## src/rtl/comb_vector_sequencer.sv

```systemverilog
// Clocked stimulus/response sequencer for a small combinational block under test.
// Drives each stored vector onto X, waits SETTLE cycles, then checks F against the stored expectation.
module comb_vector_sequencer #(
  parameter int VEC_W  = 3,
  parameter int DEPTH  = 8,
  parameter int SETTLE = 2
) (
  input  logic                       clk,
  input  logic                       rst_n,
  input  logic                       load_en,
  input  logic [$clog2(DEPTH)-1:0]   load_addr,
  input  logic [VEC_W-1:0]           load_vec,
  input  logic                       load_exp,
  input  logic                       start,
  output logic [VEC_W-1:0]           X,
  input  logic                       F,
  output logic                       busy,
  output logic                       done,
  output logic [$clog2(DEPTH+1)-1:0] err_count,
  output logic                       err_flag,
  output logic [$clog2(DEPTH)-1:0]   first_err
);

  localparam int AW = $clog2(DEPTH);
  localparam int CW = $clog2(DEPTH + 1);
  localparam int SW = $clog2(SETTLE + 2);

  typedef enum logic [2:0] {
    S_IDLE,
    S_APPLY,
    S_SETTLE,
    S_SAMPLE,
    S_DONE
  } state_t;

  state_t            state_q, state_d;
  logic [AW-1:0]     idx_q, idx_d;
  logic [SW-1:0]     cnt_q, cnt_d;
  logic [VEC_W-1:0]  x_q, x_d;
  logic [CW-1:0]     err_cnt_q, err_cnt_d;
  logic              err_flag_q, err_flag_d;
  logic [AW-1:0]     first_err_q, first_err_d;

  // Table has no reset: contents are undefined until loaded.
  logic [VEC_W-1:0]  vec_mem [DEPTH];
  logic [DEPTH-1:0]  exp_mem;

  always_ff @(posedge clk) begin
    if (state_q == S_IDLE && load_en) begin
      vec_mem[load_addr] <= load_vec;
      exp_mem[load_addr] <= load_exp;
    end
  end

  always_ff @(posedge clk or negedge rst_n) begin
    if (!rst_n) begin
      state_q     <= S_IDLE;
      idx_q       <= '0;
      cnt_q       <= '0;
      x_q         <= '0;
      err_cnt_q   <= '0;
      err_flag_q  <= 1'b0;
      first_err_q <= '0;
    end else begin
      state_q     <= state_d;
      idx_q       <= idx_d;
      cnt_q       <= cnt_d;
      x_q         <= x_d;
      err_cnt_q   <= err_cnt_d;
      err_flag_q  <= err_flag_d;
      first_err_q <= first_err_d;
    end
  end

  always_comb begin
    state_d     = state_q;
    idx_d       = idx_q;
    cnt_d       = cnt_q;
    x_d         = x_q;
    err_cnt_d   = err_cnt_q;
    err_flag_d  = err_flag_q;
    first_err_d = first_err_q;

    unique case (state_q)
      S_IDLE: begin
        if (start) begin
          state_d     = S_APPLY;
          idx_d       = '0;
          err_cnt_d   = '0;
          err_flag_d  = 1'b0;
          first_err_d = '0;
        end
      end
      S_APPLY: begin
        x_d   = vec_mem[idx_q];
        cnt_d = '0;
        if (SETTLE > 0) state_d = S_SETTLE;
        else            state_d = S_SAMPLE;
      end
      S_SETTLE: begin
        if (cnt_q == SW'(SETTLE - 1)) state_d = S_SAMPLE;
        else                          cnt_d   = cnt_q + SW'(1);
      end
      S_SAMPLE: begin
        // At most DEPTH mismatches per run, so the counter cannot wrap.
        if (F != exp_mem[idx_q]) begin
          err_cnt_d = err_cnt_q + CW'(1);
          if (!err_flag_q) begin
            first_err_d = idx_q;
            err_flag_d  = 1'b1;
          end
        end
        if (idx_q == AW'(DEPTH - 1)) begin
          state_d = S_DONE;
        end else begin
          idx_d   = idx_q + AW'(1);
          state_d = S_APPLY;
        end
      end
      S_DONE: begin
        state_d = S_IDLE;
      end
      default: state_d = S_IDLE;
    endcase
  end

  assign X         = x_q;
  assign busy      = (state_q == S_APPLY) || (state_q == S_SETTLE) || (state_q == S_SAMPLE);
  assign done      = (state_q == S_DONE);
  assign err_count = err_cnt_q;
  assign err_flag  = err_flag_q;
  assign first_err = first_err_q;

endmodule

```

## config.mk

```make
export PLATFORM = sky130hd
export DESIGN_NAME = comb_vector_sequencer
export DESIGN_NICKNAME = d
export VERILOG_FILES = /design/src/rtl/comb_vector_sequencer.sv
export SDC_FILE = /design/constraint.sdc
export NUM_CORES = 1
export LEC_CHECK = 0
export CAP_MARGIN = 20
export CORE_MARGIN = 8
export CORE_UTILIZATION = 60
export CTS_CLUSTER_DIAMETER = 100
export DETAILED_ROUTE_END_ITERATION = 6
export GPL_TIMING_DRIVEN = 0
export PLACE_DENSITY = 0.9
export SLEW_MARGIN = 5
export SYNTH_ARGS = -nofsm -noshare
export SYNTH_HDL_FRONTEND = slang
export SYNTH_SLANG_ARGS = --single-unit
```

## constraint.sdc

```tcl
create_clock -name clk -period 2.7 [get_ports clk]
set_input_delay 0.54 -clock clk [delete_from_list [all_inputs] [get_ports clk]]
set_output_delay 0.54 -clock clk [all_outputs]
set_load 0.01 [all_outputs]
```

==> results of run 1 <==
logic make-up (layout without fill, tap and decap cells):
kind of cell | after synthesis | after routing
flip-flops | 51 | 51
multiplexers | 13 | 13
buffers and inverters | 17 | 49
AND/OR/NAND/NOR | 55 | 55
AO/OA/AOI/OAI | 27 | 27
XOR/XNOR | 2 | 2
adder cells (fa/ha/maj) | 4 | 4
worst max-delay path: cells and delay by family, from the launching register on:
kind | cells | cell delay [ns]
and+or+nand+nor | 1 | 0.29
AOI/OAI and AO/OA | 1 | 0.14
DFF | 1 | 0.40
buffers and inverters | 2 | 0.78
cells in the mapped netlist:
library cell  count  area [um2]
a21boi_0          1       7.510
a21boi_1          1       7.510
a21o_2            1       8.760
a21oi_1           3       15.01
a22o_1            2       17.52
a22oi_1           1       7.510
a22oi_4           1       21.27
a2bb2oi_2         1       15.01
a31o_1            2       17.52
a31oi_1           3       18.77
a32oi_2           1       16.27
and2_1            2       12.51
and3b_1           2       17.52
buf_2             3       15.01
buf_6             1       11.26
clkbuf_1          2       7.510
clkbuf_2          1       5.000
dfrtp_1          19       475.5
edfxtp_1         32       960.9
ha_1              4       50.05
inv_1            10       37.54
mux2_2            2       22.52
mux2i_1           4       40.04
mux2i_2           1       13.76
mux4_1            6       157.7
nand2_1          16       60.06
nand2b_1          6       37.54
nand3_1           2       10.01
nand3_2           1       10.01
nand3b_1          1       7.510
nor2_1           15       56.30
nor2b_1           3       18.77
nor3_1            2       10.01
nor3b_1           1       7.510
nor4_1            2       12.51
nor4b_1           1       8.760
o21ai_0           4       20.02
o21ai_1           1       5.000
o21ai_2           1       8.760
o22ai_1           4       25.02
or2_1             1       6.260
xnor2_1           2       17.52
cell usage in the layout (no fill, tap or decap), types with 3 or more instances in the layout:
cell type / netlist / final
mux4_1: 6 / 6
a21oi_1: 3 / 3
nor2b_1: 3 / 3
ha_1: 4 / 4
edfxtp_1: 32 / 32
o22ai_1: 4 / 4
clkdlybuf4s50_1: 0 / 24
o21ai_0: 4 / 4
inv_1: 10 / 10
clkbuf_8: 0 / 5
nor2_1: 15 / 15
a31oi_1: 3 / 3
nand2b_1: 6 / 6
dfrtp_1: 19 / 19
buf_2: 3 / 3
nand2_1: 16 / 16
clkbuf_1: 2 / 3
mux2i_1: 4 / 4
worst min path at each step:
| stage | slack, ns | start | cells after the start | end |
|---|---|---|---|---|
| 3_3_place_gp | 0.48 | cnt_q[1]$_DFFE_PN0P_ | 2 | cnt_q[1]$_DFFE_PN0P_ |
| 4_1_cts | 0.54 | first_err[0]$_DFFE_PN0P_ | 2 | first_err[0]$_DFFE_PN0P_ |
| 6_report | 0.53 | first_err[1]$_DFFE_PN0P_ | 2 | first_err[1]$_DFFE_PN0P_ |
| 5_1_grt | 0.56 | first_err[0]$_DFFE_PN0P_ | 2 | first_err[0]$_DFFE_PN0P_ |
| 2_1_floorplan | 0.24 | rst_n | 0 | X[0]$_DFFE_PN0P_ |
| 3_5_place_dp | 0.52 | first_err[0]$_DFFE_PN0P_ | 2 | first_err[0]$_DFFE_PN0P_ |
metrics by stage:
step	area (um2)	instances	utilization, %	total power [mW]
after floorplan	2301	169	-	1.727
after global placement	2601	241	70.52	2.010
after detailed placement	2601	241	70.52	2.093
after CTS	2690	249	72.93	2.515
after global routing	2690	249	72.93	2.658
final	2690	249	72.93	2.504
routing by layer:
layer | track usage [%] | vias up | routed length, um
li1 | - | 684 | -
met2 | 27.07 | 45 | 2267
met3 | 4.954 | 11 | 236
met5 | 0 | - | 0
met4 | 7.778 | 0 | 97
met1 | 14.48 | 696 | 1605
state kept, by name, indices dropped and copies added (netlist names):
register   flops
idx_q          3
state_q        3
err_flag       1
X              3
exp_mem        8
err_count      4
first_err      3
cnt_q          2
vec_mem       24
power groups by stage:
| stage | clock network (mW) | registers [mW] | logic [mW] |
|---|---|---|---|
| 2_1_floorplan | 0 | 1.08 | 0.647 |
| 3_3_place_gp | 0 | 1.05 | 0.956 |
| 3_5_place_dp | 0 | 1.07 | 1.02 |
| 4_1_cts | 0.437 | 1.05 | 1.03 |
| 5_1_grt | 0.473 | 1.07 | 1.12 |
| 6_report | 0.432 | 1.05 | 1.02 |
area by class of cell:
cell class / instances / area (um2)
tap: 48 / 60.06
buffer: 7 / 38.79
inverter: 10 / 37.54
sequential: 51 / 1436
fill: 251 / 998.5
clock buffer: 6 / 72.57
timing repair buffer: 24 / 240.2
clock inverter: 2 / 16.27
multi-input combinational: 101 / 788.3
==> reports/results.ini, run 1 <==
[global_routing]
grtUsageTotal_pct=14.83
grt_start_max_net_pins=20
grt_pass1_wl_mm=7.003
grt_overflow=0
antenna_found_initial=0
grt_pass1_vias=1548

[pwr]
peakVddDrop_v=0.0005524
power.switching_mw=0.8634
p_int_mw=1.640
switching_share_pct=34.49
cellLeakagePower_nw=1.020
power.share.clock_pct=17.2
pwr-share-comb_pct=40.8
seqPwrFrac_pct=42.0
p_per_area_nw_per_um2=930.6

[timing]
slew_violations=0
final.setup.worst_slack_ns=0.2490
worst_pin_slew_ns=0.8136
hold_viol_final=0
relSlewSlack_pct=45.59
min_period_over_period_pct=90.78
hold_ws_ns=0.5269
setup_viol=0
fmax_mhz=408.0
finClkSkew_ns=0.002666
tns_ns=0
rsz0062_at_grt=false
fin_crit_ns=2.451

[cells_and_area]
drive_gt1_share_pct=10.45
area_growth_syn_to_layout_pct=16.91
n_antenna_cell=0
fin_nets=216

[detailed_routing]
drc=0
vias=1436
drt_iter0_drc=74
drtPass1Iterations=4
wl_mm=4.207
post_drt_wl_per_cell_um=16.90
ant_nets=0
via_per_inst=5.767

[synthesis]
synth-simple-area-share_pct=11.96
synth_top_family_by_area=simple AND/OR/NAND/NOR gates
yosysSeqAreaShare_pct=62.43
yosys.cell_types.count=42
synth_nets=185
synthCells=169
synthAdderAreaFrac_pct=2.175
synth-xor-area-share_pct=0.7613
syn_avg_cell_area_um2=13.62
synthMuxAreaShare_pct=10.17
synth-compound-area-share_pct=9.190
ys_seq_elements=51
post_synth_instance_area_um2=2301
synth_warnings=0

[min_path]
hp-class=reg -> reg

[clock_network]
cts_buffers=5
cts_root_buf=clkbuf_8
cts_buffer_depth=2
cts_max_level=2
postCtsSetupBuffers=0
holdBufCountCts=0
cts_tree=yes
cts_resized=0
insertion_delay_ns=0.31
cts_sinks=51
cts.clk_slew.worst_paths_ns=0.09

[place]
portBuffers=24
dp_hpwl_mm=3.195
place.gp.congestion=0.7457
pre_cts_ws_ns=0.1196

[setup_path]
critPathCaptureType=output port
r2r_end=vec_mem[0][0]$_DFFE_PP_
cp_max_fo=10
cpMaxStageDelayCell=clkdlybuf4s50_1
startpoint=state_q[2]$_DFFE_PN0P_
cp.required_ns=2.16
slowest_delay_ns=0.57
path_cells=clkbuf_1, nand3b_1, o21ai_0, clkdlybuf4s50_1
rr_startpoint=state_q[2]$_DFFE_PN0P_
ff2ff_path_depth=4
arrival_ns=1.91
critPathKind=reg -> out
cp-endpoint=busy
reg2reg_slack_ns=0.46
start_kind=register

[floorplan]
coreArea_um2=3689
die_w_um=77.93
start_util_pct=62.38
die_h_um=77.93
num_rows=22
die-area_um2=6072
io_pins=25

[flow_run]
cap_viol_max_count=0

[outcome]
status=finished clean

No activity file was read; power rests on OpenSTA's default activity.
==> run 2, diff against run 1 <==
--- a/config.mk
+++ b/config.mk
@@ -11,6 +11,7 @@
 export CTS_CLUSTER_DIAMETER = 100
 export DETAILED_ROUTE_END_ITERATION = 6
 export GPL_TIMING_DRIVEN = 0
+export HOLD_SLACK_MARGIN = 0.06
 export PLACE_DENSITY = 0.9
 export SLEW_MARGIN = 5
 export SYNTH_ARGS = -nofsm -noshare
==> results of run 2 <==
No change in the layout: final DEF, timing and power equal those of run 1.
==> run 3, diff against run 2 <==
--- a/config.mk
+++ b/config.mk
@@ -6,8 +6,9 @@
 export NUM_CORES = 1
 export LEC_CHECK = 0
 export CAP_MARGIN = 20
-export CORE_MARGIN = 8
-export CORE_UTILIZATION = 60
+export CELL_PAD_IN_SITES_DETAIL_PLACEMENT = 2
+export CELL_PAD_IN_SITES_GLOBAL_PLACEMENT = 2
+export CORE_UTILIZATION = 42
 export CTS_CLUSTER_DIAMETER = 100
 export DETAILED_ROUTE_END_ITERATION = 6
 export GPL_TIMING_DRIVEN = 0
==> run 3 against run 2 <==
Fmax is 0.81% lower; register-to-register slack worse by 0.23 ns; critical path depth stayed put; worst setup slack worse by 0.020 ns; highest routed layer unchanged; largest cell class unchanged.
==> reports/results.ini, run 3 (synthesis gave the netlist of run 1 again) <==
[outcome]
status=finished clean

[setup_path]
critPathCaptureType=register
cpMaxStageDelayCell=nor4b_1
arrival_ns=2.41  ; +0.50 ns
start_kind=register
critPathBufInv=1  ; -1
path_cells=clkbuf_1, nor4b_1, nand2b_1, nor3_1
slowest_delay_ns=0.71  ; +0.14 ns
cp_max_fo=10  ; unchanged
cp.required_ns=2.64  ; +0.48 ns
critPathKind=reg -> reg
critPathTopFamily=simple AND/OR/NAND/NOR gates

[clock_network]
cts_tree=yes
cts.clk_slew.worst_paths_ns=0.09  ; about the same
holdBufCountCts=0  ; unchanged
postCtsSetupBuffers=0  ; unchanged
cts_root_buf=clkbuf_8
cts_resized=0  ; unchanged
cts_buffers=5  ; unchanged
cts_sinks=51  ; unchanged
cts_buffer_depth=2  ; unchanged
insertion_delay_ns=0.30  ; about the same
cts_max_level=2  ; unchanged

[place]
pre_cts_ws_ns=-0.07874  ; -0.1983 ns
place.gp.congestion=0.6749  ; -9.5%
place_area_um2=2629  ; +1.1%
dp_hpwl_mm=3.952  ; +24%
dp_cells=263  ; +9.1%
portBuffers=24  ; unchanged

[detailed_routing]
vias=1472  ; +2.5%
drtPass1Iterations=4  ; unchanged
post_drt_wl_per_cell_um=19.07  ; +13%
drc=0  ; unchanged
drt_iter0_drc=55  ; -26%
wl_mm=5.169  ; +23%
via_per_inst=5.432  ; -5.8%
ant_nets=0  ; unchanged

[cells_and_area]
fin_nets=216  ; unchanged
drive_gt1_share_pct=10.45  ; unchanged
final_cell_area_um2=2718  ; +1.0%
final_common_cell=edfxtp_1
utilization_pct=52.21  ; -21 points
final_cell_mix=32 x edfxtp_1, 24 x clkdlybuf4s50_1, 19 x dfrtp_1
n_antenna_cell=0  ; unchanged
area_growth_syn_to_layout_pct=18.11
largest_reg_flops=24  ; unchanged
regMostFlops=vec_mem
fin_cells=271  ; +8.8%
fillers=507  ; +100%

[floorplan]
die_h_um=76.02  ; -2.5%
die_w_um=76.02  ; -2.5%
die-area_um2=5778  ; -4.8%
start_util_pct=44.21  ; -18 points
num_rows=26  ; +18%
coreArea_um2=5205  ; +41%
io_pins=25  ; unchanged

[timing]
final.setup.worst_slack_ns=0.2289  ; -0.02010 ns
tns_ns=0  ; unchanged
relSlewSlack_pct=40.57  ; -5.0 points
worst_pin_slew_ns=0.8886  ; +0.07500 ns
setup_viol=0  ; unchanged
slew_violations=0  ; unchanged
rsz0062_at_grt=false
hold_viol_final=0  ; unchanged
min_period_over_period_pct=91.52  ; +0.74 points
fmax_mhz=404.7  ; -0.81%
hold_ws_ns=0.5295  ; +0.002558 ns
fin_crit_ns=2.471  ; +0.02010 ns
finClkSkew_ns=0.003289  ; +0.0006232 ns

[global_routing]
grt_overflow=0  ; unchanged
antenna_found_initial=0  ; unchanged
grt_pass1_wl_mm=8.569  ; +22%
grtUsageTotal_pct=19.44  ; +4.6 points
grt_pass1_vias=1629  ; +5.2%
grt_start_max_net_pins=20  ; unchanged

[min_path]
hp-class=reg -> reg

[flow_run]
cap_viol_max_count=0  ; unchanged

[pwr]
p_per_area_nw_per_um2=940.7  ; +1.1%
cellLeakagePower_nw=1.020  ; unchanged
peakVddDrop_v=0.0003829  ; -31%
power_mw=2.556  ; +2.1%

-- run 3: cell counts in the layout (fill, tap and decap cells not counted) --
Identical to the previous run, type by type.
-- run 3: final timing paths --
path,endpoint,slack [ns],startpoint,depth (start not counted)
worst max-delay path,exp_mem[0]$_DFFE_PP_,0.23,state_q[2]$_DFFE_PN0P_,4
worst min-delay path,first_err[1]$_DFFE_PN0P_,0.53,first_err[1]$_DFFE_PN0P_,2
worst max register to register,exp_mem[0]$_DFFE_PP_,0.23,state_q[2]$_DFFE_PN0P_,4
worst min register to register,first_err[1]$_DFFE_PN0P_,0.53,first_err[1]$_DFFE_PN0P_,2
max in group asynchronous,err_count[1]$_DFFE_PN0P_,1.42,rst_n,1
min in group asynchronous,state_q[1]$_DFFE_PN0P_,0.73,rst_n,1
-- run 3: area by class of cell --
type	count	area (um2)	area share, %
buffer	7	38.79	1.427
clock buffer	6	72.57	2.670
clock inverter	2	16.27	0.5985
inverter	10	37.54	1.381
multi-input combinational	101	788.3	29.01
sequential	51	1436	52.85
tap	70	87.58	3.223
timing repair buffer	24	240.2	8.840
-- run 3: metal layers --
| metal | GRT usage, % | part of all wire, % | routed length, um | up-vias |
|---|---|---|---|---|
| li1 | - | - | - | 682 |
| met1 | 21.67 | 40 | 2058 | 749 |
| met2 | 37.55 | 55 | 2848 | 31 |
| met3 | 2.994 | 2.7 | 140 | 10 |
| met4 | 6.346 | 2.4 | 122 | 0 |
| met5 | 0 | 0 | 0 | - |
-- run 3: power by group --
group | internal, mW | total (mW) | switching, mW
clock | 0.187 | 0.440 | 0.253
combinational | 0.495 | 1.06 | 0.565
sequential | 0.961 | 1.06 | 0.0968
-- run 3: worst min-delay path: stages (launching register included) --
cell	delay, ns
dfrtp_1	0.39
inv_1	0.05
o22ai_1	0.05
